File: config.mk
export PLATFORM = sky130hd
export DESIGN_NAME = datapath_controller
export DESIGN_NICKNAME = d
export VERILOG_FILES = /design/src/rtl/datapath_controller.sv
export SDC_FILE = /design/constraint.sdc
export NUM_CORES = 1
export LEC_CHECK = 0
export ABC_AREA = 1
export BUFFER_PORTS_ARGS = -buffer_cell sky130_fd_sc_hd__clkbuf_2
export CAP_MARGIN = 20
export CORE_ASPECT_RATIO = 1.1
export CORE_MARGIN = 1
export CORE_UTILIZATION = 35
export DETAILED_ROUTE_END_ITERATION = 10
export PLACE_DENSITY = 0.65
export RECOVER_POWER = 25
export SLEW_MARGIN = 20
export SYNTH_ARGS = -nofsm -noshare
export SYNTH_HDL_FRONTEND = slang
export SYNTH_SLANG_ARGS = --single-unit
File: constraint.sdc
create_clock -name clk -period 3.3 [get_ports clk]
set_clock_uncertainty 0.15 [all_clocks]
set_input_delay 0.165 -clock clk [delete_from_list [all_inputs] [get_ports clk]]
set_output_delay 0.165 -clock clk [all_outputs]
set_load 0.005 [all_outputs]
File: src/rtl/datapath_controller.sv
// Multi-cycle control FSM sequencing fetch/decode/execute/memory/write-back for a simple ARM-subset datapath.
// Latency: 5 cycles for data-processing, 7 for LDR, 4 for B, 3 for a condition-failed or unsupported instruction.
// Backpressure: none; instruction and data memory have a fixed 1-cycle read latency, so there are no handshake inputs.
module datapath_controller (
  input  logic        clk,
  input  logic        rst_n,
  input  logic [31:0] instr_in,
  input  logic [3:0]  flags,
  input  logic [31:0] alu_result,
  output logic [31:0] pc,
  output logic        instr_rd,
  output logic [31:0] mem_addr,
  output logic        mem_rd,
  output logic [2:0]  state,
  output logic [3:0]  A_addr,
  output logic [3:0]  B_addr,
  output logic [3:0]  shift_addr,
  output logic [3:0]  w_addr1,
  output logic        en_A,
  output logic        en_B,
  output logic        en_S,
  output logic        sel_shift,
  output logic        sel_A,
  output logic        sel_B,
  output logic        sel_post_shift,
  output logic        en_status,
  output logic        w_en1,
  output logic        sel_w_data,
  output logic [1:0]  shift_op,
  output logic [2:0]  ALU_op,
  output logic [31:0] shift_imme,
  output logic [31:0] imme_data
);

  localparam logic [2:0] FETCH       = 3'd0;
  localparam logic [2:0] FETCH_WAIT  = 3'd1;
  localparam logic [2:0] DECODE      = 3'd2;
  localparam logic [2:0] EXECUTE     = 3'd3;
  localparam logic [2:0] MEMORY      = 3'd4;
  localparam logic [2:0] MEMORY_WAIT = 3'd5;
  localparam logic [2:0] WRITE_BACK  = 3'd6;

  logic [31:0] ir;
  logic [2:0]  next_state;

  // Instruction-class decode, all taken from the latched instruction word.
  logic [3:0]  opcode;
  logic        is_dp, is_ldr, is_b, is_cmp, is_mov;
  logic        dp_ok, cond_pass, supported;
  logic [2:0]  dp_alu_op;
  logic [4:0]  rot_amt;
  logic [31:0] imm8_ext, imm_rot, br_off;

  assign opcode   = ir[24:21];
  assign is_dp    = (ir[27:26] == 2'b00);
  assign is_ldr   = (ir[27:26] == 2'b01) && ir[20] && !ir[25];
  assign is_b     = (ir[27:25] == 3'b101);
  assign is_cmp   = is_dp && (opcode == 4'b1010);
  assign is_mov   = is_dp && (opcode == 4'b1101);
  assign supported = (is_dp && dp_ok) || is_ldr || is_b;

  // Rotated immediate: zero-extended imm8 rotated right by twice the 4-bit rotate field.
  // A shift by 32 yields 0, so a rotate of 0 falls out of the same expression.
  assign rot_amt  = {ir[11:8], 1'b0};
  assign imm8_ext = {24'd0, ir[7:0]};
  assign imm_rot  = (imm8_ext >> rot_amt) | (imm8_ext << (6'd32 - {1'b0, rot_amt}));

  // Branch displacement in bytes: sign-extended word offset.
  assign br_off   = {{6{ir[23]}}, ir[23:0], 2'b00};

  // Map supported data-processing opcodes to ALU operations; anything else is rejected at DECODE.
  always_comb begin
    dp_ok     = 1'b1;
    dp_alu_op = 3'b000;
    case (opcode)
      4'b0000: dp_alu_op = 3'b010;  // AND
      4'b0001: dp_alu_op = 3'b100;  // EOR
      4'b0010: dp_alu_op = 3'b001;  // SUB
      4'b0100: dp_alu_op = 3'b000;  // ADD
      4'b1010: dp_alu_op = 3'b001;  // CMP
      4'b1100: dp_alu_op = 3'b011;  // ORR
      4'b1101: dp_alu_op = 3'b000;  // MOV (operand A bypassed via sel_A)
      default: dp_ok     = 1'b0;
    endcase
  end

  // Condition-code check against live NZCV flags (N=3, Z=2, C=1, V=0).
  always_comb begin
    cond_pass = 1'b0;
    case (ir[31:28])
      4'b0000: cond_pass = flags[2];
      4'b0001: cond_pass = !flags[2];
      4'b0010: cond_pass = flags[1];
      4'b0011: cond_pass = !flags[1];
      4'b0100: cond_pass = flags[3];
      4'b0101: cond_pass = !flags[3];
      4'b0110: cond_pass = flags[0];
      4'b0111: cond_pass = !flags[0];
      4'b1000: cond_pass = flags[1] && !flags[2];
      4'b1001: cond_pass = !flags[1] || flags[2];
      4'b1010: cond_pass = (flags[3] == flags[0]);
      4'b1011: cond_pass = (flags[3] != flags[0]);
      4'b1100: cond_pass = !flags[2] && (flags[3] == flags[0]);
      4'b1101: cond_pass = flags[2] || (flags[3] != flags[0]);
      4'b1110: cond_pass = 1'b1;
      default: cond_pass = 1'b0;
    endcase
  end

  // Next-state selection; the spare encoding recovers to FETCH.
  always_comb begin
    next_state = FETCH;
    case (state)
      FETCH:       next_state = FETCH_WAIT;
      FETCH_WAIT:  next_state = DECODE;
      DECODE:      next_state = (cond_pass && supported) ? EXECUTE : FETCH;
      EXECUTE: begin
        if (is_ldr)                next_state = MEMORY;
        else if (is_b || is_cmp)   next_state = FETCH;
        else                       next_state = WRITE_BACK;
      end
      MEMORY:      next_state = MEMORY_WAIT;
      MEMORY_WAIT: next_state = WRITE_BACK;
      WRITE_BACK:  next_state = FETCH;
      default:     next_state = FETCH;
    endcase
  end

  // State register; reset drops any in-flight instruction back to FETCH.
  always_ff @(posedge clk or negedge rst_n) begin
    if (!rst_n) state <= FETCH;
    else        state <= next_state;
  end

  // Architectural registers: instruction latch, program counter, load address.
  always_ff @(posedge clk or negedge rst_n) begin
    if (!rst_n) begin
      pc       <= 32'd0;
      ir       <= 32'd0;
      mem_addr <= 32'd0;
    end else begin
      if (state == FETCH_WAIT) begin
        ir <= instr_in;
        pc <= pc + 32'd4;
      end else if (state == EXECUTE) begin
        if (is_b)   pc       <= pc + 32'd4 + br_off;
        if (is_ldr) mem_addr <= alu_result;
      end
    end
  end

  // Memory strobes; the fetch strobe is held off while reset is asserted.
  assign instr_rd       = (state == FETCH) && rst_n;
  assign mem_rd         = (state == MEMORY);
  assign sel_post_shift = 1'b0;

  // Datapath controls: everything defaults to 0 and is driven only by the state/class that owns it.
  always_comb begin
    A_addr     = 4'd0;
    B_addr     = 4'd0;
    shift_addr = 4'd0;
    w_addr1    = 4'd0;
    en_A       = 1'b0;
    en_B       = 1'b0;
    en_S       = 1'b0;
    sel_shift  = 1'b0;
    sel_A      = 1'b0;
    sel_B      = 1'b0;
    en_status  = 1'b0;
    w_en1      = 1'b0;
    sel_w_data = 1'b0;
    shift_op   = 2'b00;
    ALU_op     = 3'b000;
    shift_imme = 32'd0;
    imme_data  = 32'd0;
    case (state)
      DECODE: begin
        A_addr     = ir[19:16];
        B_addr     = ir[3:0];
        shift_addr = ir[11:8];
        shift_op   = ir[6:5];
        shift_imme = {27'd0, ir[11:7]};
        sel_shift  = ir[4];
        if (cond_pass && supported) begin
          en_A = 1'b1;
          en_B = 1'b1;
          en_S = 1'b1;
        end
      end
      EXECUTE, WRITE_BACK: begin
        if (is_dp) begin
          // ALU controls are held unchanged through WRITE_BACK so the result stays stable while written.
          ALU_op = dp_alu_op;
          sel_A  = is_mov;
          sel_B  = ir[25];
          if (ir[25]) begin
            imme_data = imm_rot;
          end else begin
            shift_op   = ir[6:5];
            shift_imme = {27'd0, ir[11:7]};
            sel_shift  = ir[4];
          end
          if (state == EXECUTE) begin
            en_status = ir[20] || is_cmp;
          end else begin
            w_en1   = 1'b1;
            w_addr1 = ir[15:12];
          end
        end else if (is_ldr) begin
          if (state == EXECUTE) begin
            sel_B     = 1'b1;
            imme_data = {20'd0, ir[11:0]};
            ALU_op    = ir[23] ? 3'b000 : 3'b001;
          end else begin
            w_en1      = 1'b1;
            sel_w_data = 1'b1;
            w_addr1    = ir[15:12];
          end
        end
      end
      default: ;
    endcase
  end

endmodule

After elaboration in Yosys (flattened, before gate mapping)
Index checks and enable logic that the tools add are counted.
W data, S select, Z words.
{"block": "op_classes", "n_reduce_logical": 31, "add_sub_neg": 3, "n_eq_ne": 30, "n_bitwise": 2, "shift": 2, "n_mux": 53}
{"op": "$mux W32", "n": 6}
{"op": "$eq A4 B4 Y1 const B", "n": 10}
{"op": "$add A32 B3 Y32 const B", "n": 1}
{"op": "$add A32 B32 Y32", "n": 1}
{"op": "$or A32 B32 Y32", "n": 1}
{"op": "$shl A8 B6 Y32", "n": 1}
{"op": "$shr A8 B5 Y32", "n": 1}
{"op": "$mux W4", "n": 7}
{"op": "$mux W12", "n": 2}
{"op": "$mux W1", "n": 23}
{"op": "$eq A4 B3 Y1 const B", "n": 5}
{"op": "$pmux W3 S6", "n": 1}
{"op": "$pmux W1 S15", "n": 1}
{"op": "$eq A3 B3 Y1 const B", "n": 4}
{"op": "$eq A4 B2 Y1 const B", "n": 3}
{"op": "$mux W3", "n": 4}
{"op": "$pmux W3 S4", "n": 1}
{"op": "$mux W5", "n": 2}
{"op": "$pmux W5 S2", "n": 1}
{"op": "$logic_and A1 B1 Y1", "n": 9}
{"op": "$eq A4 B1 Y1 const B", "n": 2}
{"op": "$logic_not A4 Y1", "n": 2}
{"op": "$reduce_or A7 Y1", "n": 1}
{"op": "$eq A3 B2 Y1 const B", "n": 2}
{"op": "other kinds (17)", "n": 30}
{"block": "word_totals", "wordCells": 125, "reg_bits": 99, "input_bits": 70, "out_inout_bits": 164}

Longest topological paths before layout
{"block": "logic_depth", "depth_word": 9, "depth_mapped": 24, "mapped_depth_nobuf": 24}

Worst setup path before layout
Ideal clock, no wire load.
{"block": "synth_path", "path_type": "register -> register", "start": "register pc[2]", "end": "register pc[31]", "path_slack_ns": 0.525, "stages_incl_launch_ff": 20, "path_buffers": 0, "setup_time_ns": 0.117, "arrival_time_ns": 2.507, "synth_period_minus_slack_ns": 2.775, "required_ns": 3.033, "path_cell_list": "dfrtp_1 ha_1 nand2_1 inv_1 nand2_1 nor3_2 or2_2 nand2_1 inv_1 ha_1 a21oi_1 nand2_1 nand2_1 nand2_1 a21oi_1 nand3_1 nand3_1 nand2_1 nand3_1 nand2_1"}
{"block": "synth_between", "elab_chain_cells": 5}
{"element": "start: declaration", "line_no": "10", "rtl": "output logic [31:0] pc,"}
{"element": "start signal: assignment", "line_no": "144", "rtl": "pc <= pc + 32'd4;"}
{"element": "start signal: assignment", "line_no": "146", "rtl": "if (is_b) pc <= pc + 32'd4 + br_off;"}
{"element": "$add A32 B3 Y32 *", "line_no": "144, 146"}
{"element": "$add A32 B32 Y32", "line_no": "146"}
{"element": "$mux W32", "line_no": "146"}
{"element": "$mux W32", "line_no": "145", "rtl": "end else if (state == EXECUTE) begin"}
{"element": "$mux W32 *", "line_no": "142", "rtl": "if (state == FETCH_WAIT) begin"}
Every way passes the cells marked *; elsewhere a longest branch is shown, timed or not. The select of a mux whose other input is x is not followed.
A chain may end at the register's enable or synchronous reset.

Worst setup path after layout
{"block": "layout_path", "start": "register pc[2]", "end": "register pc[28]"}
The elaborated chain is that of the path after synthesis.

==> reports/metrics.csv <==
metric,value,unit
status,finished clean,
drive_above_1_share,21.6,%
dieArea,24800,um^2
synthXorXnorAreaFrac,3.12,%
path_class,reg -> reg,
drtAntennaViolNets,0,
drc,0,
htreeDepth,3,
hold_slack,0.246,ns
fin_crit_sh,95.4,%
synth-seq-area-share,28.7,%
final_cell_area,11100,um^2
required,3.41,ns
synthCells,1308,
peakVddDrop,0.000369,V
clock.fmax,318,MHz
fin_util,46.8,%
r2r-end,pc[28],
diodes,0,
min-delay-path-class,in -> async,
cp-startpoint,pc[2],
clk_latency,0.36,ns
yosys.area_share.adder,5.86,%
p_comb_share,67.8,%
wl_per_cell,15.7,um
antenna_found_initial,0,
die_w,150,um
cellPowerDensity,1010,nW/um^2
yosys_warnings,0,
clk_pin_slew,0.08,ns
async_reset_ff_share,100,%
gp_congestion,0.952,
slew_viol_final,0,
synthMuxAreaShare,0,%
reg2reg_depth,18,
power_leakage,5.69,nW
critPathLaunchType,register,
cts.sinks,97,
grt_pass1_vias,9025,
nets,1704,
synth_compound_area_share,13.0,%
dpl.hpwl,22600,um
fp.coreArea,23700,um^2
cts_tree,built,
grt.overflow.total,0,
power,0.0112,W
clock_path_buffers,2,
finalSetupTns,0,ns
placed_cell_area,9840,um^2
p_int,0.00512,W
mostFrequentLayoutCells,"nand2_1, clkbuf_2, inv_1",
path_max_fanout,5,
drtIter0Drc,619,
ys.flop_type,dfrtp_1,
pwr-share-seq,21.9,%
row_count,59,
r2r_slack,0.15,ns
grt_pass1_wl,46900,um
maxCapViolCount,0,
syn_to_final_growth,31.2,%
synth_seq_cells,97,
grt_max_degree,65,
die_y,165,um
maxSlewHeadroom,50.8,%
p_sw_share,54.3,%
vias,9483,
p_switching,0.00609,W
syn_area_per_cell,6.46,um^2
clkPwrFrac,10.3,%
rsz0062_at_grt,yes,
worst_setup_path_end_kind,register,
synth_edf_count,0,
setup_viol,0,
dr.pass1.iters,7,
io_buffers,203,
r2r_start,pc[2],
grtUsageTotal,24.5,%
tightest_slew,0.738,ns
synth_top_family_by_area,simple AND/OR/NAND/NOR gates,
initial_core_util,35.7,%
timing.final.crit_period,3.15,ns
root_buffer,clkbuf_16,
syn_area,8450,um^2
io-pin-count,234,
vias_per_cell,4.98,
drt_wl_total,29900,um
mostFrequentLayoutCell,nand2_1,
synthSimpleGateAreaFrac,36.7,%
hold_viol,0,
yosysUniqueCellTypes,54,
cts_buffers,9,
arrival,3.26,ns
## state kept, by name (all words and copies together), names as in the netlist
register / cells
state: 3
ir: 32
mem_addr: 32
pc: 30
## worst max-delay path by stage
stage	slack, ns	cells after the start	end
after CTS	0.007	17	pc[21]
after global placement	0.005	16	pc[25]
after floorplan	0.53	19	pc[31]
after global routing	-0.06	17	pc[29]
final	0.15	18	pc[28]
after detailed placement	-0.09	16	pc[25]
## per-layer routing
layer	track usage (%)	wire length (um)	vias to the layer above
li1	-	-	4705
met1	32.0	13200	4383
met4	7.02	463	0
met2	41.4	14300	359
met5	0	0	-
met3	4.01	1990	36
## synth_stat cells, types with 4 or more instances
cell type,n,area share [%]
o21bai_1,6,0.53
clkbuf_1,17,0.76
xnor2_1,4,0.41
nand4_1,19,1.4
o211ai_1,4,0.36
nand2_2,4,0.30
or2_2,7,0.52
o22ai_1,4,0.30
and2_1,4,0.30
buf_4,34,3.0
o221ai_1,5,0.52
nor2_1,140,6.2
ha_1,38,5.6
a21o_1,7,0.62
a31oi_1,7,0.52
inv_2,11,0.49
o21ai_0,75,4.4
buf_2,11,0.65
a21oi_1,56,3.3
nand3b_1,6,0.53
nor3_1,27,1.6
xor2_1,23,2.4
buf_6,4,0.53
nand3_1,72,4.3
nand2_1,414,18
inv_1,153,6.8
nor3_2,4,0.47
dfrtp_1,97,29
o32ai_1,5,0.52
o21ai_1,5,0.30
nor2_4,7,0.93
nor2_2,6,0.44
## cell type report
type / count / area (um^2)
Clock buffer: 9 / 225
Timing Repair Buffer: 313 / 1990
Tap cell: 305 / 382
Sequential cell: 97 / 2430
Fill cell: 2431 / 12600
Clock inverter: 7 / 86.3
Multi-Input combinational cell: 1006 / 5330
Inverter: 168 / 636
## through the flow
stage / worst slack (ns) / instances
6_report: 0.151 / 1905
5_1_grt: -0.0579 / 1905
4_1_cts: 0.00658 / 1899
3_5_place_dp: -0.0912 / 1818
3_3_place_gp: 0.00538 / 1818
2_1_floorplan: 0.525 / 1337
## worst max-delay path, cell delays in order, from the launching register on
cell,delay [ns]
dfrtp_2,0.45
ha_1,0.25
nand2_2,0.17
inv_1,0.06
nand2_1,0.15
nor3_2,0.09
or2_2,0.29
nand2_1,0.06
inv_1,0.09
ha_4,0.31
nand2_1,0.10
nor2_2,0.16
nand2_1,0.09
nor3_1,0.14
nand2_1,0.13
nand3_1,0.10
nand3_1,0.10
nand2_1,0.10
nand2_1,0.05
## power by group through the flow
stage | Clock, W | Sequential (W) | Combinational [W]
after floorplan | 0 | 0.00227 | 0.00499
after global placement | 0 | 0.00242 | 0.00715
after detailed placement | 0 | 0.00243 | 0.00719
after CTS | 0.00116 | 0.00242 | 0.00730
after global routing | 0.00121 | 0.00254 | 0.00856
final | 0.00115 | 0.00245 | 0.00761
## cell families after synthesis
kind of cell / Yosys count
simple gates: 721
compound gates: 188
buf+inv: 234
fa+ha+maj: 39
flops: 97
other cells: 1
xor+xnor: 28
## timing repair
action,in CTS,in global routing
setup buffers,0,6
pin swaps,1,6
cloned,0,0
gates resized for setup,5,54
endpoints found under the setup margin,7,19
hold buffers,65,0
hold endpoints to repair,97,0
(Power assumes the default switching activity.)
